## src/rtl/fp_mul_seq.sv

```systemverilog
// fp_mul_seq - sequential IEEE-754 single-precision multiplier.
//
// The significand product is built by a shift-and-add loop, one multiplier
// bit per clock, LSB first. The product is then normalised, truncated
// (no rounding) and packed. Special operand classes (zero/denormal, inf,
// NaN) are classified when the operands are latched. They override the
// arithmetic result, but the latency stays the same for every operand class.
//
// Ports:
//   clk    - clock, rising edge active
//   rst_n  - asynchronous active-low reset; aborts any operation in flight
//   start  - request, only sampled while idle
//   a, b   - IEEE-754 single-precision operands, latched on the accepted start
//   busy   - high from the accepted start until the cycle after done
//   done   - one-cycle pulse marking res as valid
//   res    - product, held until the next done
module fp_mul_seq #(
    parameter int MANT_W   = 24,
    parameter int EXP_BIAS = 127
) (
    input  logic        clk,
    input  logic        rst_n,
    input  logic        start,
    input  logic [31:0] a,
    input  logic [31:0] b,
    output logic        busy,
    output logic        done,
    output logic [31:0] res
);

    localparam int PROD_W = 2 * MANT_W;
    localparam int CNT_W  = $clog2(MANT_W);

    typedef enum logic [1:0] {IDLE, MUL, NORM, DONE} state_t;

    state_t              state, state_next;
    logic [PROD_W-1:0]   mcand;
    logic [MANT_W-1:0]   mplier;
    logic [PROD_W-1:0]   prod;
    logic [CNT_W-1:0]    cnt;
    logic                sign_r;
    logic signed [9:0]   exp_r;
    logic                sp_nan, sp_inf, sp_zero;

    logic                a_nan, a_inf, a_zero, b_nan, b_inf, b_zero;
    logic                cls_nan, cls_inf, cls_zero;
    logic                top;
    logic signed [9:0]   exp_n;
    logic [22:0]         frac_n;
    logic [31:0]         res_next;

    // Operand classification. Denormals are flushed to zero. The result
    // class is resolved in priority order: NaN, then infinity, then zero.
    always_comb begin
        a_nan    = (a[30:23] == 8'hFF) && (a[22:0] != 23'd0);
        a_inf    = (a[30:23] == 8'hFF) && (a[22:0] == 23'd0);
        a_zero   = (a[30:23] == 8'h00);
        b_nan    = (b[30:23] == 8'hFF) && (b[22:0] != 23'd0);
        b_inf    = (b[30:23] == 8'hFF) && (b[22:0] == 23'd0);
        b_zero   = (b[30:23] == 8'h00);
        cls_nan  = a_nan || b_nan || (a_inf && b_zero) || (b_inf && a_zero);
        cls_inf  = !cls_nan && (a_inf || b_inf);
        cls_zero = !cls_nan && !cls_inf && (a_zero || b_zero);
    end

    // State register.
    always_ff @(posedge clk or negedge rst_n) begin
        if (!rst_n) state <= IDLE;
        else        state <= state_next;
    end

    // Next-state logic. The DONE state exists so that a start coincident
    // with the done pulse's trailing edge is ignored.
    always_comb begin
        state_next = state;
        busy       = (state != IDLE);
        case (state)
            IDLE: if (start) state_next = MUL;
            MUL:  if (cnt == CNT_W'(MANT_W - 1)) state_next = NORM;
            NORM: state_next = DONE;
            DONE: state_next = IDLE;
            default: state_next = IDLE;
        endcase
    end

    // Normalisation and packing of the finished product. A product with its
    // top bit set is in [2,4) and needs the exponent bumped by one.
    // Range checks happen after that adjustment.
    always_comb begin
        top    = prod[PROD_W-1];
        exp_n  = exp_r + (top ? 10'sd1 : 10'sd0);
        frac_n = top ? prod[PROD_W-2 -: 23] : prod[PROD_W-3 -: 23];
        if (sp_nan)
            res_next = 32'h7FC0_0000;
        else if (sp_inf)
            res_next = {sign_r, 8'hFF, 23'd0};
        else if (sp_zero)
            res_next = {sign_r, 31'd0};
        else if (exp_n >= 10'sd255)
            res_next = {sign_r, 8'hFF, 23'd0};
        else if (exp_n <= 10'sd0)
            res_next = {sign_r, 31'd0};
        else
            res_next = {sign_r, exp_n[7:0], frac_n};
    end

    // Datapath. Operands are captured and classified on the accepted start.
    // The multiplicand is shifted left each step, so adding it directly
    // contributes multiplicand<<i. res changes only on the NORM edge.
    always_ff @(posedge clk or negedge rst_n) begin
        if (!rst_n) begin
            mcand   <= '0;
            mplier  <= '0;
            prod    <= '0;
            cnt     <= '0;
            sign_r  <= 1'b0;
            exp_r   <= '0;
            sp_nan  <= 1'b0;
            sp_inf  <= 1'b0;
            sp_zero <= 1'b0;
            done    <= 1'b0;
            res     <= 32'h0;
        end else begin
            done <= 1'b0;
            case (state)
                IDLE: begin
                    if (start) begin
                        mcand   <= PROD_W'({1'b1, a[22:0]});
                        mplier  <= MANT_W'({1'b1, b[22:0]});
                        prod    <= '0;
                        cnt     <= '0;
                        sign_r  <= a[31] ^ b[31];
                        exp_r   <= 10'({2'b00, a[30:23]}) + 10'({2'b00, b[30:23]})
                                   - 10'(EXP_BIAS);
                        sp_nan  <= cls_nan;
                        sp_inf  <= cls_inf;
                        sp_zero <= cls_zero;
                    end
                end
                MUL: begin
                    if (mplier[0]) prod <= prod + mcand;
                    mcand  <= mcand << 1;
                    mplier <= mplier >> 1;
                    cnt    <= cnt + 1'b1;
                end
                NORM: begin
                    res  <= res_next;
                    done <= 1'b1;
                end
                default: ;
            endcase
        end
    end

endmodule

```

## config.mk

```make
export PLATFORM = sky130hd
export DESIGN_NAME = fp_mul_seq
export DESIGN_NICKNAME = d
export VERILOG_FILES = /design/src/rtl/fp_mul_seq.sv
export SDC_FILE = /design/constraint.sdc
export NUM_CORES = 1
export LEC_CHECK = 0
export CORE_AREA = 3 3 160 162
export CTS_BUF_LIST = sky130_fd_sc_hd__clkbuf_4
export CTS_CLUSTER_DIAMETER = 40
export DETAILED_ROUTE_END_ITERATION = 8
export DIE_AREA = 0 0 163 165
export DONT_BUFFER_PORTS = 1
export SLEW_MARGIN = 20
export SYNTH_ARGS = -nofsm -noshare
export SYNTH_HDL_FRONTEND = slang
export SYNTH_SLANG_ARGS = --single-unit
export TNS_END_PERCENT = 50
```

## constraint.sdc

```tcl
create_clock -name clk -period 7.4 [get_ports clk]
set_input_delay 1.11 -clock clk [delete_from_list [all_inputs] [get_ports clk]]
set_output_delay 1.11 -clock clk [all_outputs]
set_load 0.005 [all_outputs]
```

==> reports/results.ini <==
[drt]
antenna_left = 0
drt_iter0_drc = 475
drcViolationCount = 0
routed_wl_um = 24500
vias_per_cell = 5.63
dr.pass1.iters = 5
vias = 8266
wl_per_cell_um = 16.7

[yosys]
synth-edff-count = 0
synth_cells = 1175
synth_seq_cells = 174
synthArstFlopShare_pct = 100
synthesis.nets = 1313
yosysWarnings = 0
avgSynthCellArea_um2 = 9.25
synthDistinctLibCells = 73
yosysSeqAreaShare_pct = 40.1
synth_flop_cell = dfrtp_1
syn_area_mm2 = 0.0109

[clock_tree]
numCtsBuffers = 17
htree_levels = 4
cts-resized-gates = 0
cts_num_sinks = 174
cts_root_buf = clkbuf_4
clk-insertion-delay-late_ps = 570
ctsHoldBuffers = 0
postCtsSetupBuffers = 0
cts_tree = yes
clockBufferDepth = 2
path_clk_slew_ps = 160

[timing]
finalSetupTns_ps = 0
period_needed_ps = 3300
setup-violations-final = 0
fmax_mhz = 303
slew_violations = 0
hold_violations = 0
relSlewSlack_pct = 29.1
grt_setup_unrepaired = no
min_period_over_period_pct = 44.6
clock_skew_ps = 30.2
worst_pin_slew_ps = 1060

[worst_setup_path]
crit_fanout = 84
path_class = reg -> reg
r2r_end = mplier[17]
arrival_ps = 3720
critPathCaptureType = register
slowest_delay_ps = 940
cp_cell_sequence = inv_1 -> ha_1 -> nand2_1 -> a21boi_4 -> buf_4 -> o21ai_0
crit_required_ps = 7820
start_kind = register
slowest_stage = a21boi_4
path_delay_family = compound AO/OA/AOI/OAI gates
rr_startpoint = state[0]
r2r_cells = 6
rrSetupSlack_ps = 4100
path_buf_inv = 2

[final_layout]
multi_input_area_mm2 = 0.00598
nFillCells = 2386
drive_gt1_share_pct = 6.47
seq_area_mm2 = 0.00435
syn_to_final_growth_pct = 3.78
nets = 1269
final_util_pct = 46.5

[run_status]
outcome = completed

[flow_run]
maxCapViolCount = 0

[floorplanning]
die_y_um = 165
num_rows = 57
fp.dieW_um = 163
core_area_mm2 = 0.0242
start_util_pct = 44.8
die-area_mm2 = 0.0269
ios = 101

[global_route]
gr-usage-all-layers_pct = 18.9
grt_pass1_vias = 8236
grt_max_degree = 175
grt_antenna_before_repair = 1
grt.overflow.total = 0
grt_pass1_wl_um = 41700

[placed_design]
place_hpwl_um = 17300
gp_congestion = 0.863
port_buffers = 0

[power_and_ir_drop]
power_leakage_nw = 5.00
power_mw = 3.90
power.density_mw_per_mm2 = 346
ir_worst_vdd_v = 0.000180

[hold_path]
hp-class = in -> async

## area by class of cell
class | instances | share of cell area (%)
diodes | 1 | 0.0222
clock buffers | 19 | 1.26
clock inverters | 13 | 1.14
inverters | 57 | 1.90
multi-input cells | 874 | 53.0
flip-flops and latches | 174 | 38.6
well taps | 324 | 3.59
repair buffers | 7 | 0.466
## per-stage QoR
| stage | instance area, um^2 | setup WS, ps | std cells | hold slack, ps |
|---|---|---|---|---|
| CTS | 11300 | 4070 | 1468 | 156 |
| finish | 11300 | 4100 | 1469 | 206 |
| global route | 11300 | 3710 | 1469 | 137 |
| global placement | 11000 | 3720 | 1436 | 461 |
| floorplan | 10900 | 4310 | 1175 | 450 |
| detailed placement | 11000 | 3650 | 1436 | 472 |
## cells in the final DEF (no fill, tap or decap), drive strengths merged, types with 5 or more instances in the layout
cell      n
a22o     29
nor2     44
o21ai   128
nand3    19
a21o     35
nand2   156
clkbuf   19
xnor2    31
o22ai    27
o211ai    6
buf       7
a21oi    62
nor3     13
mux2i    72
ha       69
nor2b     5
o31ai     5
nand2b   10
nor4     18
a31oi    11
and3      8
nand4    29
xor2     28
o21bai    9
o221ai    8
inv      62
dfrtp   174
## how the worst max path moves through the flow
stage | cells past startpoint | from | endpoint | slack, ps
floorplan | 9 | a[24] | exp_r[9] | 4310
detailed placement | 4 | start | mplier[17] | 3650
finish | 6 | state[0] | mplier[17] | 4100
global placement | 4 | start | mplier[10] | 3720
global route | 6 | state[0] | mplier[19] | 3710
CTS | 6 | state[0] | mplier[17] | 4070
## report_power, final
| group | switching [mW] | internal, mW | leakage [nW] |
|---|---|---|---|
| Sequential | 0.268 | 1.25 | 2.29 |
| Clock | 0.365 | 0.181 | 0.138 |
| Combinational | 1.14 | 0.695 | 2.57 |
## state kept, by name, summed over array words and instances (netlist names)
signal,count
sp_zero,1
sign_r,1
mplier,24
prod,48
res,32
cnt,5
mcand,48
sp_inf,1
exp_r,10
done,1
sp_nan,1
state,2
## cells in the mapped netlist, types with 9 or more instances
master    number  area (um^2)
o22ai_1       27          169
clkbuf_1      41          154
dfrtp_1      174         4350
a21oi_1       59          295
nor2_1        43          161
xnor2_1       31          272
nor3_1        13         65.1
inv_1         57          214
a21o_1        33          248
mux2i_1       72          721
o21ai_0      108          541
ha_1          69          863
nand2b_1      10         62.6
buf_2         10         50.1
nand2_1      155          582
o21ai_1       17         85.1
xor2_1        28          245
o21bai_1       9         67.6
nor4_1        17          106
a22o_1        29          254
nand4_1       29          181
nand3_1       17         85.1
## routing by layer
| metal | vias to the layer above | GRT usage (%) | part of all wire (%) |
|---|---|---|---|
| met5 | - | 0 | 0 |
| met2 | 148 | 29.2 | 44 |
| met1 | 3933 | 27.7 | 51 |
| met3 | 16 | 3.34 | 4.4 |
| met4 | 0 | 4.38 | 1.0 |
| li1 | 4169 | - | - |
## kinds of logic after synthesis
family,share of synthesized area (%)
AO/OA/AOI/OAI,21.1
XOR/XNOR,4.76
adder cells (fa/ha/maj),8.31
buffers and inverters,5.16
flip-flops,40.1
multiplexers,6.84
AND/OR/NAND/NOR,13.8
## worst register-to-register path, cell delays in order, from the launching register on
cell,delay (ps)
dfrtp_1,380
inv_1,90
ha_1,260
nand2_1,560
a21boi_4,940
buf_4,710
o21ai_0,230
No activity file was read; power rests on OpenSTA's default activity.
==> variant (same flow settings) <==
Make the reset (`rst_n`) synchronous in 2 clocked blocks. Comments in the files are not updated.
--- a/src/rtl/fp_mul_seq.sv
+++ b/src/rtl/fp_mul_seq.sv
@@ -66,3 +66,3 @@
     // State register.
-    always_ff @(posedge clk or negedge rst_n) begin
+    always_ff @(posedge clk) begin
         if (!rst_n) state <= IDLE;
@@ -109,3 +109,3 @@
     // contributes multiplicand<<i. res changes only on the NORM edge.
-    always_ff @(posedge clk or negedge rst_n) begin
+    always_ff @(posedge clk) begin
         if (!rst_n) begin
Formal check against the unedited RTL: differs if rst_n is asserted again (counterexample within 4 cycles, from zero or initial values and one cycle with rst_n low); with rst_n held inactive, the same outputs for 10 cycles.
==> variant against the unedited design <==
Total power shrank 26%. Synthesized cell count is 3.8% higher. Final cell count increased by 3.0%. Utilization decreased by 2.7 points. Sequential power is 18% lower. Worst setup slack got worse by 920 ps. Sequential cell count unchanged. Wire length shrank 0.98%. Synthesized area fell by 6.6%. Final area is 5.8% lower. Maximum frequency fell by 22%.
==> variant: results (changes against the unedited design) <==
{
  "power_and_ir_drop": {
    "vdd_drop_max": {"value": 182, "unit": "µV", "change": "+0.93%"},
    "leakage": {"value": 4.10, "unit": "nW", "change": "-18%"}
  },
  "critical_path": {
    "worstSetupEndpoint": "prod[47]$_SDFFE_PN0P_",
    "worst-r2r-setup-slack": {"value": 3180, "unit": "ps", "change": "-920 ps"},
    "timing.reg2reg.worst_path_depth": {"value": 7, "change": "+1"},
    "path_max_fanout": {"value": 27, "change": "-68%"},
    "slowest_delay": {"value": 890, "unit": "ps", "change": "-50 ps"},
    "standard_cell_with_the_maximum_stage_delay_on_the_critical_path": "sky130_fd_sc_hd__and3_1",
    "reg2reg_from": "state[1]$_SDFFE_PN0P_"
  },
  "cells_and_area": {
    "post_route_cells_drive_above_1_share": {"value": 5.13, "unit": "%", "change": "-1.3 points"},
    "design.final.nets": {"value": 1314, "change": "+3.5%"}
  },
  "placement": {
    "gp_congestion": {"value": 0.899, "change": "+4.2%"},
    "place_area": {"value": 10300, "unit": "µm²", "change": "-6.2%"},
    "dp.final_hpwl": {"value": 17700, "unit": "µm", "change": "+2.2%"}
  },
  "clock_tree": {
    "worst_setup_hold_path_clk_slew": {"value": 130, "unit": "ps", "change": "-30 ps"}
  },
  "status": {
    "run_status": "completed"
  },
  "worst_hold_path": {
    "worst_hold_path_type": "flop to flop"
  },
  "timing": {
    "fin_skew": {"value": 23.7, "unit": "ps", "change": "-6.52 ps"},
    "tightestPinTransition": {"value": 1080, "unit": "ps", "change": "+16.6 ps"}
  },
  "global_routing": {
    "grt_first_pass_wirelength": {"value": 40000, "unit": "µm", "change": "-3.9%"},
    "grt_start_max_net_pins": {"value": 96, "change": "-45%"},
    "first_global_vias": {"value": 7932, "change": "-3.7%"},
    "globalRouteTotalUtil": {"value": 18.1, "unit": "%", "change": "-0.78 points"}
  },
  "yosys": {
    "synth_area_leaders": "sky130_fd_sc_hd__dfxtp_1 34%, sky130_fd_sc_hd__ha_1 8.5%, sky130_fd_sc_hd__mux2i_1 7.0%, sky130_fd_sc_hd__nor2_1 5.5%, sky130_fd_sc_hd__nand2_1 4.5%",
    "synth.distinct_cells": {"value": 70, "change": "-4.1%"},
    "seq_area_frac_synth": {"value": 34.3, "unit": "%", "change": "-5.8 points"},
    "synth.cells.most_frequent": "174 x sky130_fd_sc_hd__dfxtp_1, 149 x sky130_fd_sc_hd__nor2_1, 121 x sky130_fd_sc_hd__nand2_1"
  },
  "drt": {
    "detailedRoute.firstIterationViolations": {"value": 572, "change": "+20%"},
    "dr_total_vias": {"value": 8497, "change": "+2.8%"}
  }
}
## variant: changes by cell type after synthesis, sizes merged, moves of 16 or more
cell,delta
clkbuf,+17
dfrtp,-174
a211oi,+51
o21ai,-53
inv,-28
a21oi,+16
o22ai,-24
nor2,+105
buf,-19
dfxtp,+174
a22oi,+44
nand2,-35
a22o,-28
## variant: logic make-up after synthesis
group	synth area share (%)
compound gates	23.7
xor+xnor	4.40
fa+ha+maj	8.90
simple gates	17.4
flops	34.3
mux	7.00
buf+inv	4.26
## variant: layer usage
| layer | up-vias | global-route usage, % | part of all wire [%] |
|---|---|---|---|
| met2 | 154 | 29.2 | 45 |
| met3 | 17 | 3.51 | 4.0 |
| met4 | 0 | 4.11 | 1.0 |
| met5 | - | 0 | 0 |
| li1 | 4391 | - | - |
| met1 | 3935 | 25.2 | 50 |
## variant: area by class of cell
type                    count  area, µm²
diodes                      1       2.50
fillers                  2470      13600
repair buffers              7       52.6
inverters                  29        110
well taps                 324        405
clock inverters            13        165
multi-input cells         947       6260
clock buffers              18        135
flip-flops and latches    174       3480
## variant: stage by stage
| stage | hold WS (ps) | std cells | setup slack [ps] | total power, mW | utilization, % |
|---|---|---|---|---|---|
| floorplan | 429 | 1220 | 4370 | 2.10 | - |
| global placement | 447 | 1481 | 3300 | 2.32 | 42.5 |
| detailed placement | 457 | 1481 | 3200 | 2.34 | 42.5 |
| CTS | 477 | 1512 | 3160 | 2.93 | 43.8 |
| global route | 505 | 1513 | 2880 | 3.12 | 43.8 |
| finish | 472 | 1513 | 3180 | 2.90 | 43.8 |
## variant: power breakdown
| part | switching, mW | internal (mW) |
|---|---|---|
| Sequential | 0.139 | 1.10 |
| Combinational | 0.679 | 0.396 |
| Clock | 0.345 | 0.238 |
| Total | 1.16 | 1.74 |
